[src/rtl/fv_fetch_sequencer.sv]
// FV fetch sequencer: buffers FV descriptors and expands them into single-word SRAM reads
// feeding a 2-entry PE output buffer. Define FV_FETCH_OVF_CNT_EN to count dropped descriptor writes.
module fv_fetch_sequencer #(
    parameter int DEPTH   = 4,
    parameter int ADDR_W  = 10,
    parameter int LEN_W   = 4,
    parameter int PE_ID_W = 2,
    parameter int DATA_W  = 16
) (
    input  logic               clk,
    input  logic               reset,
    input  logic               info_valid,
    input  logic [ADDR_W-1:0]  info_base,
    input  logic [LEN_W-1:0]   info_len,
    input  logic [PE_ID_W-1:0] info_pe,
    output logic               fifo_full,
    output logic               sram_cen,
    output logic [ADDR_W-1:0]  sram_a,
    input  logic [DATA_W-1:0]  sram_q,
    output logic               pe_valid,
    input  logic               pe_ready,
    output logic [DATA_W-1:0]  pe_data,
    output logic [PE_ID_W-1:0] pe_id,
    output logic               pe_last,
    output logic               busy,
    output logic [7:0]         ovf_cnt
);
    localparam int IDX_W = $clog2(DEPTH);
    localparam int PTR_W = IDX_W + 1;

    typedef enum logic {IDLE, ISSUE} state_t;

    logic [ADDR_W-1:0]  fifo_base [DEPTH];
    logic [LEN_W-1:0]   fifo_len  [DEPTH];
    logic [PE_ID_W-1:0] fifo_pe   [DEPTH];
    logic [PTR_W-1:0]   wr_ptr, rd_ptr, count, count_next;
    logic [IDX_W-1:0]   head_idx;
    logic               fifo_empty, push, pop, head_nonzero;

    state_t             state;
    logic [ADDR_W-1:0]  addr;
    logic [LEN_W-1:0]   rem;
    logic [PE_ID_W-1:0] cur_pe;
    logic               infl, infl_last;
    logic [PE_ID_W-1:0] infl_pe;
    logic               issue, last_issue, credit, pe_pop;

    logic [DATA_W-1:0]  buf_data [2];
    logic [PE_ID_W-1:0] buf_id   [2];
    logic               buf_last [2];
    logic               buf_rd, buf_wr;
    logic [1:0]         occ;

    assign fifo_empty   = (wr_ptr == rd_ptr);
    assign push         = info_valid && !fifo_full;
    assign count        = wr_ptr - rd_ptr;
    assign count_next   = count + PTR_W'(push) - PTR_W'(pop);
    assign head_idx     = rd_ptr[IDX_W-1:0];
    assign head_nonzero = (fifo_len[head_idx] != '0);

    // Credit counts buffered words plus the read whose data is on sram_q this cycle.
    assign pe_pop     = pe_valid && pe_ready;
    assign credit     = ({1'b0, occ} + {2'b0, infl}) < (3'd2 + {2'b0, pe_pop});
    assign issue      = (state == ISSUE) && credit;
    assign last_issue = issue && (rem == LEN_W'(1));
    assign pop        = !fifo_empty && ((state == IDLE) || last_issue);

    assign sram_cen = !issue;
    assign sram_a   = addr;
    assign pe_valid = (occ != 2'd0);
    assign pe_data  = buf_data[buf_rd];
    assign pe_id    = buf_id[buf_rd];
    assign pe_last  = buf_last[buf_rd];
    assign busy     = !fifo_empty || (state != IDLE) || infl || (occ != 2'd0);

    always_ff @(posedge clk) begin
        if (push) begin
            fifo_base[wr_ptr[IDX_W-1:0]] <= info_base;
            fifo_len[wr_ptr[IDX_W-1:0]]  <= info_len;
            fifo_pe[wr_ptr[IDX_W-1:0]]   <= info_pe;
        end
    end

    always_ff @(posedge clk or negedge reset) begin
        if (!reset) begin
            wr_ptr    <= '0;
            rd_ptr    <= '0;
            fifo_full <= 1'b0;
        end else begin
            if (push) wr_ptr <= wr_ptr + PTR_W'(1);
            if (pop)  rd_ptr <= rd_ptr + PTR_W'(1);
            fifo_full <= (count_next == PTR_W'(DEPTH));
        end
    end

    // A popped zero-length head is simply discarded; IDLE keeps popping one per cycle.
    always_ff @(posedge clk or negedge reset) begin
        if (!reset) begin
            state     <= IDLE;
            addr      <= '0;
            rem       <= '0;
            cur_pe    <= '0;
            infl      <= 1'b0;
            infl_pe   <= '0;
            infl_last <= 1'b0;
        end else begin
            infl      <= issue;
            infl_pe   <= cur_pe;
            infl_last <= last_issue;
            if (issue) begin
                addr <= addr + ADDR_W'(1);
                rem  <= rem - LEN_W'(1);
            end
            case (state)
                IDLE: begin
                    if (pop && head_nonzero) begin
                        addr   <= fifo_base[head_idx];
                        rem    <= fifo_len[head_idx];
                        cur_pe <= fifo_pe[head_idx];
                        state  <= ISSUE;
                    end
                end
                ISSUE: begin
                    if (last_issue) begin
                        if (pop && head_nonzero) begin
                            addr   <= fifo_base[head_idx];
                            rem    <= fifo_len[head_idx];
                            cur_pe <= fifo_pe[head_idx];
                        end else begin
                            state <= IDLE;
                        end
                    end
                end
                default: state <= IDLE;
            endcase
        end
    end

    always_ff @(posedge clk or negedge reset) begin
        if (!reset) begin
            for (int i = 0; i < 2; i++) begin
                buf_data[i] <= '0;
                buf_id[i]   <= '0;
                buf_last[i] <= 1'b0;
            end
            buf_rd <= 1'b0;
            buf_wr <= 1'b0;
            occ    <= 2'd0;
        end else begin
            if (infl) begin
                buf_data[buf_wr] <= sram_q;
                buf_id[buf_wr]   <= infl_pe;
                buf_last[buf_wr] <= infl_last;
                buf_wr           <= ~buf_wr;
            end
            if (pe_pop) buf_rd <= ~buf_rd;
            occ <= occ + 2'(infl) - 2'(pe_pop);
        end
    end

`ifdef FV_FETCH_OVF_CNT_EN
    always_ff @(posedge clk or negedge reset) begin
        if (!reset) begin
            ovf_cnt <= 8'd0;
        end else if (info_valid && fifo_full && (ovf_cnt != 8'hFF)) begin
            ovf_cnt <= ovf_cnt + 8'd1;
        end
    end
`else
    assign ovf_cnt = 8'd0;
`endif

endmodule
[config.mk]
export PLATFORM = sky130hd
export DESIGN_NAME = fv_fetch_sequencer
export DESIGN_NICKNAME = d
export VERILOG_FILES = /design/src/rtl/fv_fetch_sequencer.sv
export SDC_FILE = /design/constraint.sdc
export NUM_CORES = 1
export LEC_CHECK = 0
export CORE_ASPECT_RATIO = 0.8
export CORE_MARGIN = 2
export CORE_UTILIZATION = 39
export CTS_CLUSTER_DIAMETER = 150
export DETAILED_ROUTE_END_ITERATION = 8
export SLEW_MARGIN = 30
export SYNTH_ARGS = -nofsm -noshare
export SYNTH_HDL_FRONTEND = slang
export SYNTH_SLANG_ARGS = --single-unit
export TNS_END_PERCENT = 30
[constraint.sdc]
create_clock -name clk -period 3.95 [get_ports clk]
set_input_delay 0.79 -clock clk [delete_from_list [all_inputs] [get_ports clk]]
set_output_delay 0.79 -clock clk [all_outputs]
set_load 0.05 [all_outputs]
==> flow_summary.json <==
{
  "status": "finished, final reports clean",
  "cpLargestDelayFamily": "flip-flops",
  "wl_um": 10500,
  "slew_headroom_pct": 37.6,
  "final-hold-violation-count": 0,
  "switching_power_mw": 2.66,
  "multi_input_area_mm2": 0.00199,
  "criticalPathCategory": "reg -> out",
  "max_freq_mhz": 303,
  "grt-ovfl-total": 0,
  "root_buffer": "clkbuf_16",
  "p_comb_share_pct": 45.6,
  "nets": 483,
  "cp.buffers_inverters": 1,
  "setup_viol": 0,
  "cts_buffers": 17,
  "insertion_delay_ns": 0.41,
  "crit_path_start_kind": "register",
  "seqPwrFrac_pct": 32.1,
  "synthesis.instances": 350,
  "gp_congestion": 0.777,
  "viasPerCell": 4.91,
  "avgSynthCellArea_um2": 16.6,
  "cts_hold_buf": 0,
  "path_cells": "mux2_2, clkdlybuf4s50_1",
  "grt_setup_unrepaired": "no",
  "antenna_found_initial": 0,
  "fin_skew_ns": 0.0102,
  "vdd_drop_max_mv": 0.388,
  "final.min_clock_period_ns": 3.30,
  "first_pass_iters": 4,
  "r2r_slack_ns": 0.95,
  "p_int_mw": 4.45,
  "fillCellCount": 1199,
  "critPathRequiredTime_ns": 3.16,
  "period_share_pct": 83.6,
  "ctsHtreeMaxLevel": 4,
  "grt_pass1_vias": 3219,
  "post_cts_buffers": 0,
  "initial_utilization_pct": 40.3,
  "swShare_pct": 37.4,
  "synth_area_leaders": "edfxtp_1 (33%), dfrtp_1 (30%), mux2_2 (13%)",
  "synth.cell_area_mm2": 0.00582,
  "drive_gt1_share_pct": 29.7,
  "post-dp-hpwl_um": 6820,
  "synth_top_cell_by_area": "edfxtp_1",
  "port_buffers": 68,
  "cp_max_fo": 20,
  "synth_ff_type": "dfrtp_1",
  "yosysTopAreaCellShare_pct": 33.0,
  "grt_pass1_wl_um": 16800,
  "layout_setup_ws_ns": 0.650,
  "fp.dieH_um": 113,
  "synthArstFlopShare_pct": 52.2,
  "ys_ff_latch": 134,
  "synth-seq-area-share_pct": 63.1,
  "core_area_mm2": 0.0144,
  "p_leak_nw": 2.85,
  "rows": 39,
  "power.total_mw": 7.10,
  "post_cts_resized": 0,
  "wl_met3_um": 393,
  "power-per-cell-area_mw_per_mm2": 975,
  "tightest_slew_ns": 0.937,
  "tritoncts": "done",
  "grt_max_degree": 47,
  "drc": 0,
  "pwr-share-clk_pct": 22.3,
  "ios": 77,
  "syn_to_final_growth_pct": 25.2,
  "grt.total_usage_pct": 13.8,
  "die-area_mm2": 0.0159,
  "drt_iter0_markers": 144,
  "slowest_stage": "dfrtp_1",
  "clkTransAtPathRegs_ns": 0.06,
  "diodes": 0,
  "cts.path.max_buffers": 2,
  "ys_types": 31,
  "dr_wl_met2_um": 4860,
  "cap_viol_max_count": 0,
  "critPathCaptureType": "output port",
  "yosys_warnings": 0,
  "fin_util_pct": 50.4,
  "post_drt_wl_per_cell_um": 16.7,
  "met1Wirelength_um": 5110,
  "ant_nets": 0,
  "tns_ns": 0,
  "drv_slew": 0,
  "routed.top_layer": "met4",
  "post-place-ws_ns": 0.330,
  "critPathMaxStageDelay_ns": 0.95,
  "synth_edf_count": 64,
  "holdCritPathClass": "in -> async",
  "clkSinkCount": 134,
  "arrival_ns": 2.51,
  "die_w_um": 141,
  "route.vias.total": 3085,
  "regArea_mm2": 0.00367
}
worst reg2reg max path, delay by kind of cell, from the launching register on:
kind	cells	cell delay, ns
flops	1	0.39
fa+ha+maj	4	1.10
xor+xnor	2	0.28
compound gates	1	0.17
simple gates	4	0.73
buf+inv	3	0.21
layer usage:
metal	vias to the layer above	GRT usage [%]
li1	1448	-
met1	1552	18.8
met2	72	21.5
met3	13	3.64
met4	0	5.13
met5	-	0
cell families after synthesis:
logic type / share of synthesized area, %
adders and majority gates: 3.70
DFF: 63.1
and+or+nand+nor: 4.04
xor gates and xnor gates: 3.76
buffers and inverters: 3.25
other: 0.0645
AOI/OAI and AO/OA: 0.688
muxes: 21.4
cells in the mapped netlist (5+ instances only):
master,n
buf_4,8
and3_1,6
dfrtp_1,70
mux4_2,12
nand2_1,6
xnor2_1,22
clkbuf_1,11
nand3_1,11
inv_1,11
mux2_2,65
edfxtp_1,64
and2_1,5
ha_1,14
mux2_4,9
layout make-up:
type,instances,area share (%)
clock buffer,17,5.84
clock inverter,15,2.41
inverter,11,0.567
multi-input combinational,189,27.3
sequential,134,50.4
tap,184,3.16
timing repair buffer,78,10.3
registers in the layout, summed over array words and instances, names as in the netlist, 3 cells and up:
name and count:
fifo_pe 8, buf_id 4, fifo_len 16, wr_ptr 3
buf_data 32, fifo_base 40, sram_a 10, rd_ptr 3
rem 4
cells in the final DEF (no fill, tap or decap), drive strengths merged, types with 4 or more instances in the layout:
cell type       n
nand2           6
and2            5
inv            15
mux4           16
clkbuf         17
clkdlybuf4s50  66
mux2           74
dfrtp          70
nand3          11
and3            6
edfxtp         64
xnor2          22
conb            8
o21ai           4
ha             14
clkinv          6
buf            12
power by group through the flow:
stage          Clock (mW)  Combinational (mW)  Sequential, mW
2_1_floorplan           0                2.29            2.38
3_3_place_gp            0                3.23            2.28
3_5_place_dp            0                3.28            2.31
4_1_cts              1.63                3.28            2.29
5_1_grt              1.69                3.48            2.35
6_report             1.58                3.24            2.28
path summary, 6_finish.rpt:
| kind | end | startpoint | depth (start not counted) |
|---|---|---|---|
| max | pe_id[1] | buf_rd$_DFFE_PN0N_ | 2 |
| min | buf_data[3]$_DFFE_PN0P_ | reset | 1 |
| max reg2reg | fifo_full$_DFF_PN0_ | rem[1]$_DFF_PN0_ | 14 |
| min reg2reg | infl_pe[0]$_DFF_PN0_ | cur_pe[0]$_DFFE_PN0P_ | 0 |
| max in group asynchronous | sram_a[2]$_DFF_PN0_ | reset | 2 |
| min in group clk | infl_pe[0]$_DFF_PN0_ | cur_pe[0]$_DFFE_PN0P_ | 0 |
per-stage QoR:
stage	cell area (µm²)	hold slack, ns	cells
2_1_floorplan	5840	0.350	357
5_1_grt	7280	0.394	628
3_3_place_gp	6680	0.368	596
6_report	7280	0.373	628
4_1_cts	7280	0.380	628
3_5_place_dp	6680	0.364	596
(Power assumes the default switching activity.)
